### src/rtl/alu_req_scheduler.sv
// alu_req_scheduler
//   Shares one small ALU (ADD/SUB/MUL/DIV) between two requesters. A
//   round-robin arbiter picks a requester while idle; ADD/SUB finish in one
//   cycle, MUL (shift-add) and DIV (restoring) iterate for WIDTH cycles. The
//   result is held on a valid/ready response port until the consumer takes it.
//
//   Optional feature macro: ALU_DIVZERO_EN
//     defined   : DIV by zero is caught at accept, returns result 0, rsp_err 1
//                 one cycle later without iterating.
//     undefined : DIV by zero iterates normally (all-ones quotient), rsp_err 0.
//
// Ports
//   clk, rst                 clock, synchronous active-high reset
//   reqN_valid/ready         request handshake for requester N (0/1)
//   reqN_op                  00 ADD, 01 SUB, 10 MUL, 11 DIV
//   reqN_a, reqN_b           operands (WIDTH bits, unsigned)
//   rsp_valid/rsp_ready      response handshake
//   rsp_id                   requester that owns the response
//   rsp_result               WIDTH-bit result (mod 2^WIDTH)
//   rsp_err                  divide-by-zero flag
//   busy                     high whenever the scheduler is not idle
module alu_req_scheduler #(
   parameter int WIDTH = 4
) (
   input  logic             clk,
   input  logic             rst,
   input  logic             req0_valid,
   output logic             req0_ready,
   input  logic [1:0]       req0_op,
   input  logic [WIDTH-1:0] req0_a,
   input  logic [WIDTH-1:0] req0_b,
   input  logic             req1_valid,
   output logic             req1_ready,
   input  logic [1:0]       req1_op,
   input  logic [WIDTH-1:0] req1_a,
   input  logic [WIDTH-1:0] req1_b,
   output logic             rsp_valid,
   input  logic             rsp_ready,
   output logic             rsp_id,
   output logic [WIDTH-1:0] rsp_result,
   output logic             rsp_err,
   output logic             busy
);

   localparam int CNT_W = $clog2(WIDTH);
   localparam logic [1:0] OP_ADD = 2'b00;
   localparam logic [1:0] OP_SUB = 2'b01;
   localparam logic [1:0] OP_MUL = 2'b10;
   localparam logic [1:0] OP_DIV = 2'b11;

   typedef enum logic [1:0] {IDLE = 2'd0, EXEC = 2'd1, DONE = 2'd2} state_t;

   state_t           state_q, state_d;
   logic             rr_ptr_q, rr_ptr_d;
   logic [CNT_W-1:0] cnt_q, cnt_d;
   logic             rsp_valid_q, rsp_valid_d;
   logic             rsp_id_q, rsp_id_d;
   logic [WIDTH-1:0] rsp_result_q, rsp_result_d;
   logic             rsp_err_q, rsp_err_d;

   // Iteration working registers. MUL: x = shifted multiplicand,
   // y = shifted multiplier, acc = partial product. DIV: x = dividend
   // shifting out / quotient shifting in, y = divisor, acc = remainder.
   logic [1:0]       op_q, op_d;
   logic [WIDTH-1:0] x_q, x_d;
   logic [WIDTH-1:0] y_q, y_d;
   logic [WIDTH-1:0] acc_q, acc_d;

   logic             any_valid;
   logic             grant;
   logic [1:0]       sel_op;
   logic [WIDTH-1:0] sel_a, sel_b;

   logic [WIDTH-1:0] mul_acc_nxt;
   logic [WIDTH:0]   rem_sh;
   logic             rem_ge;
   logic [WIDTH-1:0] rem_diff, rem_nxt, quo_nxt;

   // Arbitration: a lone requester always wins; on contention rr_ptr decides.
   always_comb begin
      any_valid = req0_valid | req1_valid;
      if (req0_valid && req1_valid) grant = rr_ptr_q;
      else                          grant = ~req0_valid;
      sel_op = grant ? req1_op : req0_op;
      sel_a  = grant ? req1_a  : req0_a;
      sel_b  = grant ? req1_b  : req0_b;
   end

   assign req0_ready = (state_q == IDLE) & any_valid & ~grant;
   assign req1_ready = (state_q == IDLE) & any_valid &  grant;

   // One iteration of each multi-cycle algorithm.
   always_comb begin
      mul_acc_nxt = acc_q + (y_q[0] ? x_q : '0);
      // The remainder stays below the divisor, so after shifting in one
      // dividend bit it fits in WIDTH+1 bits and the difference in WIDTH.
      rem_sh      = {acc_q, x_q[WIDTH-1]};
      rem_ge      = (rem_sh >= {1'b0, y_q});
      rem_diff    = rem_sh[WIDTH-1:0] - y_q;
      rem_nxt     = rem_ge ? rem_diff : rem_sh[WIDTH-1:0];
      quo_nxt     = {x_q[WIDTH-2:0], rem_ge};
   end

   always_comb begin
      state_d      = state_q;
      rr_ptr_d     = rr_ptr_q;
      cnt_d        = cnt_q;
      rsp_valid_d  = rsp_valid_q;
      rsp_id_d     = rsp_id_q;
      rsp_result_d = rsp_result_q;
      rsp_err_d    = rsp_err_q;
      op_d         = op_q;
      x_d          = x_q;
      y_d          = y_q;
      acc_d        = acc_q;
      case (state_q)
         IDLE: begin
            if (any_valid) begin
               rr_ptr_d  = ~grant;
               rsp_id_d  = grant;
               rsp_err_d = 1'b0;
               op_d      = sel_op;
               x_d       = sel_a;
               y_d       = sel_b;
               acc_d     = '0;
               cnt_d     = '0;
               case (sel_op)
                  OP_ADD: begin
                     rsp_result_d = sel_a + sel_b;
                     rsp_valid_d  = 1'b1;
                     state_d      = DONE;
                  end
                  OP_SUB: begin
                     rsp_result_d = sel_a - sel_b;
                     rsp_valid_d  = 1'b1;
                     state_d      = DONE;
                  end
                  OP_MUL: begin
                     state_d = EXEC;
                  end
                  default: begin
`ifdef ALU_DIVZERO_EN
                     if (sel_b == '0) begin
                        rsp_result_d = '0;
                        rsp_err_d    = 1'b1;
                        rsp_valid_d  = 1'b1;
                        state_d      = DONE;
                     end else begin
                        state_d = EXEC;
                     end
`else
                     state_d = EXEC;
`endif
                  end
               endcase
            end
         end
         EXEC: begin
            cnt_d = cnt_q + CNT_W'(1);
            if (op_q == OP_DIV) begin
               acc_d = rem_nxt;
               x_d   = quo_nxt;
            end else begin
               acc_d = mul_acc_nxt;
               x_d   = {x_q[WIDTH-2:0], 1'b0};
               y_d   = y_q >> 1;
            end
            if (cnt_q == CNT_W'(WIDTH - 1)) begin
               rsp_result_d = (op_q == OP_DIV) ? quo_nxt : mul_acc_nxt;
               rsp_valid_d  = 1'b1;
               state_d      = DONE;
            end
         end
         DONE: begin
            if (rsp_ready) begin
               rsp_valid_d = 1'b0;
               state_d     = IDLE;
            end
         end
         default: state_d = IDLE;
      endcase
   end

   always_ff @(posedge clk) begin
      if (rst) begin
         state_q      <= IDLE;
         rr_ptr_q     <= 1'b0;
         cnt_q        <= '0;
         rsp_valid_q  <= 1'b0;
         rsp_id_q     <= 1'b0;
         rsp_result_q <= '0;
         rsp_err_q    <= 1'b0;
      end else begin
         state_q      <= state_d;
         rr_ptr_q     <= rr_ptr_d;
         cnt_q        <= cnt_d;
         rsp_valid_q  <= rsp_valid_d;
         rsp_id_q     <= rsp_id_d;
         rsp_result_q <= rsp_result_d;
         rsp_err_q    <= rsp_err_d;
      end
   end

   // Working registers are only meaningful after an accept, so no reset.
   always_ff @(posedge clk) begin
      op_q  <= op_d;
      x_q   <= x_d;
      y_q   <= y_d;
      acc_q <= acc_d;
   end

   assign rsp_valid  = rsp_valid_q;
   assign rsp_id     = rsp_id_q;
   assign rsp_result = rsp_result_q;
`ifdef ALU_DIVZERO_EN
   assign rsp_err    = rsp_err_q;
`else
   assign rsp_err    = 1'b0;
`endif
   assign busy       = (state_q != IDLE);

endmodule

### config.mk
export PLATFORM = sky130hd
export DESIGN_NAME = alu_req_scheduler
export DESIGN_NICKNAME = d
export VERILOG_FILES = /design/src/rtl/alu_req_scheduler.sv
export SDC_FILE = /design/constraint.sdc
export NUM_CORES = 1
export LEC_CHECK = 0
export ABC_AREA = 1
export CAP_MARGIN = 15
export CORE_AREA = 4 4 71 66
export CTS_CLUSTER_SIZE = 12
export DETAILED_ROUTE_END_ITERATION = 10
export DIE_AREA = 0 0 75 70
export PLACE_DENSITY = 0.82
export SETUP_SLACK_MARGIN = 0.1
export SYNTH_ARGS = -nofsm -noshare
export SYNTH_HDL_FRONTEND = slang
export SYNTH_SLANG_ARGS = --single-unit
### constraint.sdc
create_clock -name clk -period 4.4 [get_ports clk]
set_input_delay 0.44 -clock clk [delete_from_list [all_inputs] [get_ports clk]]
set_output_delay 0.44 -clock clk [all_outputs]
set_load 0.03 [all_outputs]
==> impl_metrics.ini <==
[run_status]
status = complete, no violations

[die]
io_pins = 35
core_area_mm2 = 0.00399
fp.dieH_um = 70
chipWidth_um = 75
dieArea_mm2 = 0.00525
rows = 22
initial_core_util = 0.480

[setup_path]
crit_path_max_fanout = 11
path_cells = clkdlybuf4s50_1, inv_2, a21oi_2, inv_1, nor2_1, clkdlybuf4s50_1
crit_buf_inv = 4
path_class = in2out
cp_common_cell = clkdlybuf4s50_1
critPathMaxStageDelay_ns = 0.78
arrival_ns = 2.48
path_delay_family = buffers and inverters
cp_slowest_cell = clkdlybuf4s50_1
required_ns = 3.96
cp-start-kind = input port
end_kind = primary output

[global_routing]
antenna_found_initial = 0
track_usage = 0.168
grt_overflow = 0
grt_pass1_wl_um = 7090
grt_max_degree = 19
grt_pass1_vias = 1674

[drt]
wl_met2_um = 1930
vias = 1670
wl_met1_um = 1860
via_per_inst = 5.05
drc = 0
top_layer = met4
drt-total-wl_um = 4050
firstDrtPassIters = 5
met3_length_um = 190
wl_per_cell_um = 12.2
antenna_left = 0
drt_iter0_markers = 71

[logic_synthesis]
syn_nets = 292
async_reset_ff_frac = 0
synth_area_leader_cell = edfxtp_1
syn_inst = 253
synth_cell_type_count = 39
synth_edf_count = 14
yosys-top-cells-count = nand2_1, inv_1, o21ai_0, nor2_1
syn_area_mm2 = 0.00192
synth_top_area_frac = 0.219
ys_warn_count = 0
synth-seq-cells = 25
yosys-top-cells-area = edfxtp_1, nand2_1, dfxtp_1
ys_seq_area_frac = 0.334
postSynthAreaPerCell_um2 = 7.57
synth_most_common_cell = nand2_1
ys.flop_type = edfxtp_1

[layout]
drive_gt1_frac = 0.0919
fin_nets = 323
diodes = 0
utilization = 0.572
area_growth_pct = 19.3
postLayoutCellArea_mm2 = 0.00228

[clocking]
cts_buffers = 3
clkSinkCount = 25
clk-insertion-delay-late_ns = 0.27
clk_pin_slew_worst_paths_ns = 0.09
cts_tree = built
postCtsHoldBufs = 0
clockBufferDepth = 2
post_cts_buffers = 0
cts_htree_levels = 1
ctsResizeCount = 0
root_buffer = clkbuf_8

[timing]
slew_violations = 0
final_critical_path_setup_slack_ns = 1.48
hold_viol = 0
fmax_mhz = 343
setup_tns_ns = 0
setup_viol = 0
min_period_ns = 2.92
rsz0062_at_grt = false
final_min_period_over_clock_period = 0.663
worst_pin_slew_ns = 0.624
slew_headroom = 0.580
fin_skew_ns = 0.00228

[placed_design]
place_congestion = 0.858
place_ws_ns = 1.29
portBuffers = 33
placed_area_mm2 = 0.00224
dp_hpwl_um = 3310

[pwr]
power_frac_seq = 0.344
leakage_uw = 0.00109
vdd_ir_drop_max_uv = 336
p_int_uw = 639
power.density_mw_per_mm2 = 501
clockPowerShare = 0.121
switchingPower_uw = 507
swShare = 0.442
comb_power_share = 0.535

[job]
drv_cap = 0

[worst_hold_path]
holdCritPathClass = reg2reg
## power by group through the flow
stage	Sequential, uW	Combinational, uW	Clock, uW
after floorplan	416	435	0
after global placement	399	596	0
after detailed placement	400	611	0
after CTS	396	616	140
after global routing	406	697	149
final	394	613	138
## tightest hold or removal path, stage by stage (launching register included)
cell	delay, ns
dfxtp_1	0.32
nand2_1	0.06
a21oi_1	0.05
## cells in the final DEF (no fill, tap or decap), types with 2 or more instances in the layout
master,count
fa_1,3
nand2_2,7
clkbuf_8,3
or2_2,2
nor2_1,16
inv_2,4
o21ai_0,19
edfxtp_1,14
inv_1,41
nand4_1,2
xnor2_1,2
dfxtp_1,11
nand3b_1,4
nand3_1,14
ha_1,11
nand2_1,60
clkdlybuf4s50_1,33
a21oi_1,14
o21ai_2,2
xor2_1,3
o211ai_1,3
## metal layers
layer  up-vias  track usage
met5         -            0
met4         0       0.0494
met3         8       0.0302
met2        44        0.276
met1       746        0.220
li1        872            -
## registers in the layout, summed over array words and instances (netlist names)
| register | count |
|---|---|
| state_q | 2 |
| cnt_q | 2 |
| op_q | 2 |
| rsp_valid | 1 |
| acc_q | 4 |
| rsp_id | 1 |
| rsp_result | 4 |
| y_q | 4 |
| x_q | 4 |
| rr_ptr_q | 1 |
## path summary, 6_finish.rpt
path               from       endpoint  slack [ns]  cells past startpoint
max          req0_valid     req1_ready        1.48                      6
min              rsp_id         rsp_id        0.47                      2
max reg2reg    rr_ptr_q  rsp_result[2]        2.05                     15
min reg2reg      rsp_id         rsp_id        0.47                      2
## per-stage QoR
step	instances	hold WS [ns]	power [uW]
detailed placement	327	0.459	1010
global placement	327	0.452	995
global route	331	0.502	1250
CTS	331	0.477	1150
floorplan	253	0.432	851
finish	331	0.473	1150
## logic make-up (layout without fill, tap and decap cells)
logic type | Yosys count | after routing | synth area share
AOI/OAI and AO/OA | 45 | 45 | 0.144
and+or+nand+nor | 111 | 111 | 0.270
buffers and inverters | 52 | 82 | 0.123
other | 1 | 1 | 0.00196
adders and majority gates | 14 | 14 | 0.103
DFF | 25 | 25 | 0.334
xor gates and xnor gates | 5 | 5 | 0.0229
## final cells by class
cell class	count	area [um^2]
flip-flops and latches	25	641
clock inverters	1	5.00
clock buffers	3	41.3
inverters	45	169
well taps	48	60.1
multi-input cells	176	1040
fillers	357	1710
repair buffers	33	330
No activity file was read; power rests on OpenSTA's default activity.
